==> config.mk <==
export PLATFORM = sky130hd
export DESIGN_NAME = simpleadder_result_deser
export DESIGN_NICKNAME = d
export VERILOG_FILES = /design/src/rtl/simpleadder_result_deser.sv
export SDC_FILE = /design/constraint.sdc
export NUM_CORES = 1
export LEC_CHECK = 0
export ABC_AREA = 0
export BUFFER_PORTS_ARGS = -buffer_cell sky130_fd_sc_hd__clkbuf_2
export CAP_MARGIN = 10
export CORE_MARGIN = 4
export CORE_UTILIZATION = 50
export DETAILED_ROUTE_END_ITERATION = 10
export PLACE_DENSITY_LB_ADDON = 0.15
export SLEW_MARGIN = 20
export SYNTH_ARGS = -nofsm -noshare
export SYNTH_HDL_FRONTEND = slang
export SYNTH_SLANG_ARGS = --single-unit
==> constraint.sdc <==
create_clock -name clk -period 3.4 [get_ports clk]
set_clock_uncertainty 0.05 [all_clocks]
set_input_delay 0.68 -clock clk [delete_from_list [all_inputs] [get_ports clk]]
set_output_delay 0.68 -clock clk [all_outputs]
set_load 0.02 [all_outputs]
==> src/rtl/simpleadder_result_deser.sv <==
// Deserialises the serial adder's MSB-first result frames into words and queues them in a FWFT FIFO.
// Optional per-frame statistics counters are built when STATS_EN is defined.
module simpleadder_result_deser #(
  parameter int unsigned RES_W = 3,
  parameter int unsigned DEPTH = 4,
  parameter int unsigned LVL_W = 3
) (
  input  logic             clk,
  input  logic             rst,
  input  logic             ser_en_i,
  input  logic             ser_d_i,
  output logic [RES_W-1:0] res_data_o,
  output logic             res_valid_o,
  input  logic             res_ready_i,
  output logic [LVL_W-1:0] fifo_level_o,
  output logic             ovf_o,
  output logic             frame_err_o,
  input  logic             clr_i,
  output logic [7:0]       frame_cnt_o,
  output logic [7:0]       drop_cnt_o
);

  localparam int unsigned PTR_W = (DEPTH > 1) ? $clog2(DEPTH) : 1;
  localparam int unsigned CNT_W = $clog2(RES_W + 1);

  typedef enum logic {IDLE, SHIFT} state_t;

  state_t             state_q, state_d;
  logic [RES_W-1:0]   shreg_q, shreg_d;
  logic [CNT_W-1:0]   bitcnt_q, bitcnt_d;
  logic [RES_W-1:0]   shifted_c;
  logic [RES_W-1:0]   word_c;
  logic               push_c;
  logic               ferr_set_c;

  logic [RES_W-1:0]   mem [DEPTH];
  logic [PTR_W-1:0]   wr_ptr_q, rd_ptr_q, rd_nxt_c;
  logic               full_c, pop_c, wr_en_c, drop_c;
  logic [LVL_W-1:0]   level_d;
  logic [RES_W-1:0]   head_d;

  // Frame capture state register
  always_ff @(posedge clk) begin
    if (rst) begin
      state_q  <= IDLE;
      shreg_q  <= '0;
      bitcnt_q <= '0;
    end else begin
      state_q  <= state_d;
      shreg_q  <= shreg_d;
      bitcnt_q <= bitcnt_d;
    end
  end

  // Frame capture next-state: a strobe always starts a fresh frame with its bit as MSB
  always_comb begin
    state_d    = state_q;
    shreg_d    = shreg_q;
    bitcnt_d   = bitcnt_q;
    push_c     = 1'b0;
    ferr_set_c = 1'b0;
    shifted_c  = RES_W'({shreg_q, ser_d_i});
    word_c     = shifted_c;
    case (state_q)
      IDLE: begin
        if (ser_en_i) begin
          shreg_d  = RES_W'(ser_d_i);
          bitcnt_d = CNT_W'(1);
          if (RES_W == 1) begin
            push_c = 1'b1;
            word_c = RES_W'(ser_d_i);
          end else begin
            state_d = SHIFT;
          end
        end
      end
      SHIFT: begin
        if (ser_en_i) begin
          ferr_set_c = 1'b1;
          shreg_d    = RES_W'(ser_d_i);
          bitcnt_d   = CNT_W'(1);
          if (RES_W == 1) begin
            push_c  = 1'b1;
            word_c  = RES_W'(ser_d_i);
            state_d = IDLE;
          end
        end else begin
          shreg_d  = shifted_c;
          bitcnt_d = bitcnt_q + CNT_W'(1);
          if (bitcnt_q + CNT_W'(1) == CNT_W'(RES_W)) begin
            push_c   = 1'b1;
            word_c   = shifted_c;
            bitcnt_d = '0;
            state_d  = IDLE;
          end
        end
      end
      default: state_d = IDLE;
    endcase
  end

  // FIFO control; the head register lets res_data_o hold its value once the FIFO drains
  always_comb begin
    full_c   = (fifo_level_o == LVL_W'(DEPTH));
    pop_c    = res_valid_o & res_ready_i;
    wr_en_c  = push_c & (~full_c | pop_c);
    drop_c   = push_c & full_c & ~pop_c;
    rd_nxt_c = rd_ptr_q + PTR_W'(1);
    level_d  = fifo_level_o;
    head_d   = res_data_o;
    if (wr_en_c && !pop_c) begin
      level_d = fifo_level_o + LVL_W'(1);
    end else if (!wr_en_c && pop_c) begin
      level_d = fifo_level_o - LVL_W'(1);
    end
    if (pop_c) begin
      if (fifo_level_o == LVL_W'(1)) begin
        if (wr_en_c) head_d = word_c;
      end else begin
        head_d = mem[rd_nxt_c];
      end
    end else if (!res_valid_o && wr_en_c) begin
      head_d = word_c;
    end
  end

  always_ff @(posedge clk) begin
    if (wr_en_c && !rst) mem[wr_ptr_q] <= word_c;
  end

  always_ff @(posedge clk) begin
    if (rst) begin
      wr_ptr_q     <= '0;
      rd_ptr_q     <= '0;
      fifo_level_o <= '0;
      res_valid_o  <= 1'b0;
      res_data_o   <= '0;
      ovf_o        <= 1'b0;
      frame_err_o  <= 1'b0;
    end else begin
      if (wr_en_c) wr_ptr_q <= wr_ptr_q + PTR_W'(1);
      if (pop_c)   rd_ptr_q <= rd_nxt_c;
      fifo_level_o <= level_d;
      res_valid_o  <= (level_d != '0);
      res_data_o   <= head_d;
      // Set beats clear when both happen in the same cycle
      if (drop_c)          ovf_o <= 1'b1;
      else if (clr_i)      ovf_o <= 1'b0;
      if (ferr_set_c)      frame_err_o <= 1'b1;
      else if (clr_i)      frame_err_o <= 1'b0;
    end
  end

`ifdef STATS_EN
  // Saturating frame/drop statistics, untouched by clr_i
  always_ff @(posedge clk) begin
    if (rst) begin
      frame_cnt_o <= '0;
      drop_cnt_o  <= '0;
    end else begin
      if (push_c && frame_cnt_o != 8'hFF) frame_cnt_o <= frame_cnt_o + 8'd1;
      if (drop_c && drop_cnt_o != 8'hFF)  drop_cnt_o  <= drop_cnt_o + 8'd1;
    end
  end
`else
  assign frame_cnt_o = 8'd0;
  assign drop_cnt_o  = 8'd0;
`endif

endmodule
Yosys cells after proc, flatten, opt, wreduce, memory -nomap -nowiden
Memory sizes are Yosys's and may differ from the RTL's.
Cells that the tools add are included.
Operators by class
  add/subtract/negate cells: 5
  eq/ne operators: 5
  multiplexer cells: 26
  bitwise gates (word level): 8
  reductions and logical operators: 13
Operator list (count)
  $mux 3: 6
  $mux 1: 12
  $mux 2: 5
  $pmux 2 s2: 2
  $add 2x1->2 const B: 3
  $reduce_bool 2->1: 3
  $and 1x1->1: 4
  $logic_and 1x1->1: 4
  $logic_not 1->1: 4
  $add 3x1->3 const B: 1
  $eq 3x1->1 const B: 1
  $eq 3x3->1 const B: 1
  $ne 3x3->1 const B: 1
  $not 1->1: 3
  $reduce_bool 3->1: 1
  $sub 3x1->3 const B: 1
  $eq 2x2->1 const B: 1
  $ne 2x2->1 const B: 1
  $pmux 1 s2: 1
  $reduce_and 2->1: 1
  $or 1x1->1: 1
Storage, ports and cells
  register bits after elaboration: 18
  memory bits (writable): 12
  input port bits: 6
  output and inout bits: 25
  word-level logic and storage cells: 68
  memories: 1
Memory list
  mem: words 4, width 3, read ports 1, clocked after memory_dff 0, wr ports 1, line 36  | logic [RES_W-1:0] mem [DEPTH];

Logic depth before layout (Yosys ltp)
  depth after elaboration: 11
  depth in mapped cells: 6
  mapped depth without buffers: 6

Least setup slack after synthesis
OpenSTA, ideal clock, no wires.
  kind: in2reg
  start point: input ser_en_i
  end point: memory mem[0][0] (enable)
  setup time: 0.303 ns
  arrival time: 1.607 ns
  data required time: 3.047 ns
  slack: 1.440 ns
  stages: 5
  buffers on the path: 1
  cells stage by stage: buf_6 and4bb_4 o21ai_1 nor2_1 and2_1
Between the ends
  cells in the longest elaborated chain, start to end: 6
RTL lines
  start: declaration: line 10  | input logic ser_en_i,
  $mux 1: line 78  | if (ser_en_i) begin
  $mux 1: line 64  | case (state_q)
  $and 1x1->1: line 106  | wr_en_c = push_c & (~full_c | pop_c);
  $logic_and 1x1->1: line 128  | if (wr_en_c && !rst) mem[wr_ptr_q] <= word_c;
  $mux 1: line 128
  $mux 1 (implied by the code): line 128
  end: declaration: line 36
Every way passes these cells.

Worst setup path in the final report
  start point: register fifo_level_o[0]
  end point: memory mem[0][1] (enable)
Between the ends
  cells in the longest elaborated chain, start to end: 7
RTL lines
  start: declaration: line 15  | output logic [LVL_W-1:0] fifo_level_o,
  start signal: assignment: line 143  | fifo_level_o <= level_d;
  $eq 3x3->1: line 104  | full_c = (fifo_level_o == LVL_W'(DEPTH));
  $not 1->1: line 106
  $or 1x1->1: line 106
  $and 1x1->1: line 106
  $logic_and 1x1->1: line 128
  $mux 1: line 128
  $mux 1 (implied by the code): line 128
Every way passes these cells.

==> results.ini <==
[finish]
ff_latch_area_sq_um = 721
area_growth_pct = 4.24
diodes = 0
final_nets = 171
fillers = 259
multi_input_comb_area_sq_um = 686
drive_gt1_frac = 0.152

[yosys]
yosysUniqueCellTypes = 36
synth_top_family_by_area = simple AND/OR/NAND/NOR gates
synth_mux_area_frac = 0.0800
synth_seq_cells = 30
synth_commonest_cells = dfxtp_1 (18), buf_4 (16), edfxtp_1 (12)
synthArstFlopShare = 0
synth_compound_area_frac = 0.115
yosysMostFrequentCell = dfxtp_1
synth_area_leaders = dfxtp_1 (24%), edfxtp_1 (24%), buf_4 (7.8%), ha_1 (6.5%), mux4_2 (4.4%)
synthAdderAreaFrac = 0.0653
synthCells = 142
yosys_most_used_dff = dfxtp_1
syn_area_sq_um = 1530
seq_area_frac_synth = 0.470
synth-xor-area-share = 0.0171
synth-simple-area-share = 0.131
yosys.area.top_type = dfxtp_1
yosys_warnings = 0
synth_top_area_frac = 0.235
synth_area_per_cell_sq_um = 10.8
synth_edf_count = 12

[global_routing]
antenna_found_initial = 0
grt_pass1_wl_um = 4350
grt_remaining_overflow = 0
grtUsageTotal = 0.141
grt_pass1_vias = 955
grt_max_degree = 18

[routing]
ant_nets = 0
drt_iter0_markers = 67
vias = 1021
firstDrtPassIters = 4
wl_um = 2620
met1_length_um = 1120
viasPerCell = 5.40
routed-wl-met2_um = 1250
dr_wl_met3_um = 180
wl_per_cell_um = 13.8
drc = 0
top_layer_used = met4

[clock_network]
post-cts-setup-buffer-count = 0
cts_hold_buf = 0
cts.sinks = 30
cts_tree = yes
cts.clk_slew.worst_paths_ps = 100
cts_buffers = 5
clk-insertion-delay-late_ps = 330
ctsResizeCount = 0
cts_root_buf = clkbuf_4
cts.path.max_buffers = 2
htreeDepth = 2

[sta]
fin_ws_ps = 1570
max_freq_mhz = 548
rsz0062_at_grt = no
min_period_ps = 1830
slew_viol_final = 0
finalSetupViolations = 0
finalSetupTns_ps = 0
post-route-period-util = 0.537
hold_viol = 0

[placement]
port_buffers = 14
hpwl_um = 1960
globalplace.congestion = 0.880
dp_slack_ps = 1240

[hold_path]
holdPathStages = 2
min_path_type = flop to flop

[worst_setup_path]
crit_slowest_cell = dfxtp_1
rr_worst_depth = 6
path_cells = inv_1 > ha_1 > nand2_1 > o21ai_1 > nor2_1 > and2_1
rrSetupSlack_ps = 1570
critPathKind = flop to flop
cp_max_fo = 5
cp-start-kind = flop
cpPeakStageDelay_ps = 430
critPathCaptureType = flop
required_ps = 3380
path_buf_inv = 1
path_delay_family = simple AND/OR/NAND/NOR gates
cp.depth = 6
cp_data_arrival_time_ps = 1810

[floorplanning]
die_width_um = 63.4
dieArea_sq_um = 4020
io-pin-count = 31
start_util = 0.537
num_rows = 19
core_sq_um = 2850
die_height_um = 63.4

[power]
p_per_area_nw_per_um2 = 570
p_leak_nw = 0.659
vdd_drop_max_v = 0.000267

[run]
drv_cap = 0

[status]
status = finished, final reports clean

## per-stage QoR
stage               area (sq um)  hold slack, ps   util  std cells  total power, W
detailed placement          1550             420  0.543        181        0.000723
floorplan                   1590             432      -        157        0.000673
finish                      1600             433  0.560        189        0.000911
CTS                         1600             434  0.560        189        0.000916
global placement            1550             411  0.543        181        0.000720
global route                1600             460  0.560        189        0.000964
## tightest hold or removal path, stage by stage, from the launching register on
cell and delay [ps]:
dfxtp_1 320, nand2b_1 70, a21oi_1 50
## report_power, final
part | switching (W) | internal (W)
Sequential | 0.0000464 | 0.000410
Clock | 0.000121 | 0.0000735
Combinational | 0.000151 | 0.000110
Total | 0.000318 | 0.000593
## flip-flops by register name, indices dropped and copies added (netlist names)
signal,flops
frame_err_o,1
wr_ptr_q,2
fifo_level_o,3
res_data_o,3
shreg_q,2
ovf_o,1
mem,12
state_q,1
rd_ptr_q,2
res_valid_o,1
bitcnt_q,2
## logic make-up (layout without fill, tap and decap cells)
group,count (synthesis),count (layout)
other cells,1,16
xor+xnor,3,3
fa+ha+maj,8,8
compound gates,25,25
flops,30,30
mux,8,8
buf+inv,30,31
simple gates,37,37
## cell usage in the layout, fill, tap and decap left out, types with 4 or more instances in the layout
| master | n |
|---|---|
| ha_1 | 8 |
| dfxtp_1 | 18 |
| nor2_1 | 11 |
| a21oi_1 | 9 |
| edfxtp_1 | 12 |
| and2_1 | 5 |
| nand2b_1 | 4 |
| mux2i_1 | 4 |
| nand2_1 | 6 |
| inv_1 | 9 |
| clkbuf_2 | 14 |
| conb_1 | 16 |
| clkbuf_4 | 5 |
## final timing paths
path | start | endpoint
max | fifo_level_o[0] | mem[0][1]
min reg2reg | frame_err_o | frame_err_o
min | frame_err_o | frame_err_o
max reg2reg | fifo_level_o[0] | mem[0][1]
## layer usage
layer,GRT usage,vias up
met3,0.0622,8
li1,-,496
met2,0.226,37
met1,0.161,480
met5,0,-
met4,0.0674,0
## cell type report
class | count | share of cell area
inverters | 9 | 0.0211
well taps | 31 | 0.0243
flip-flops and latches | 30 | 0.451
clock inverters | 3 | 0.00705
repair buffers | 14 | 0.0439
clock buffers | 5 | 0.0235
multi-input cells | 97 | 0.429
Power figures use the tool's default switching activity.
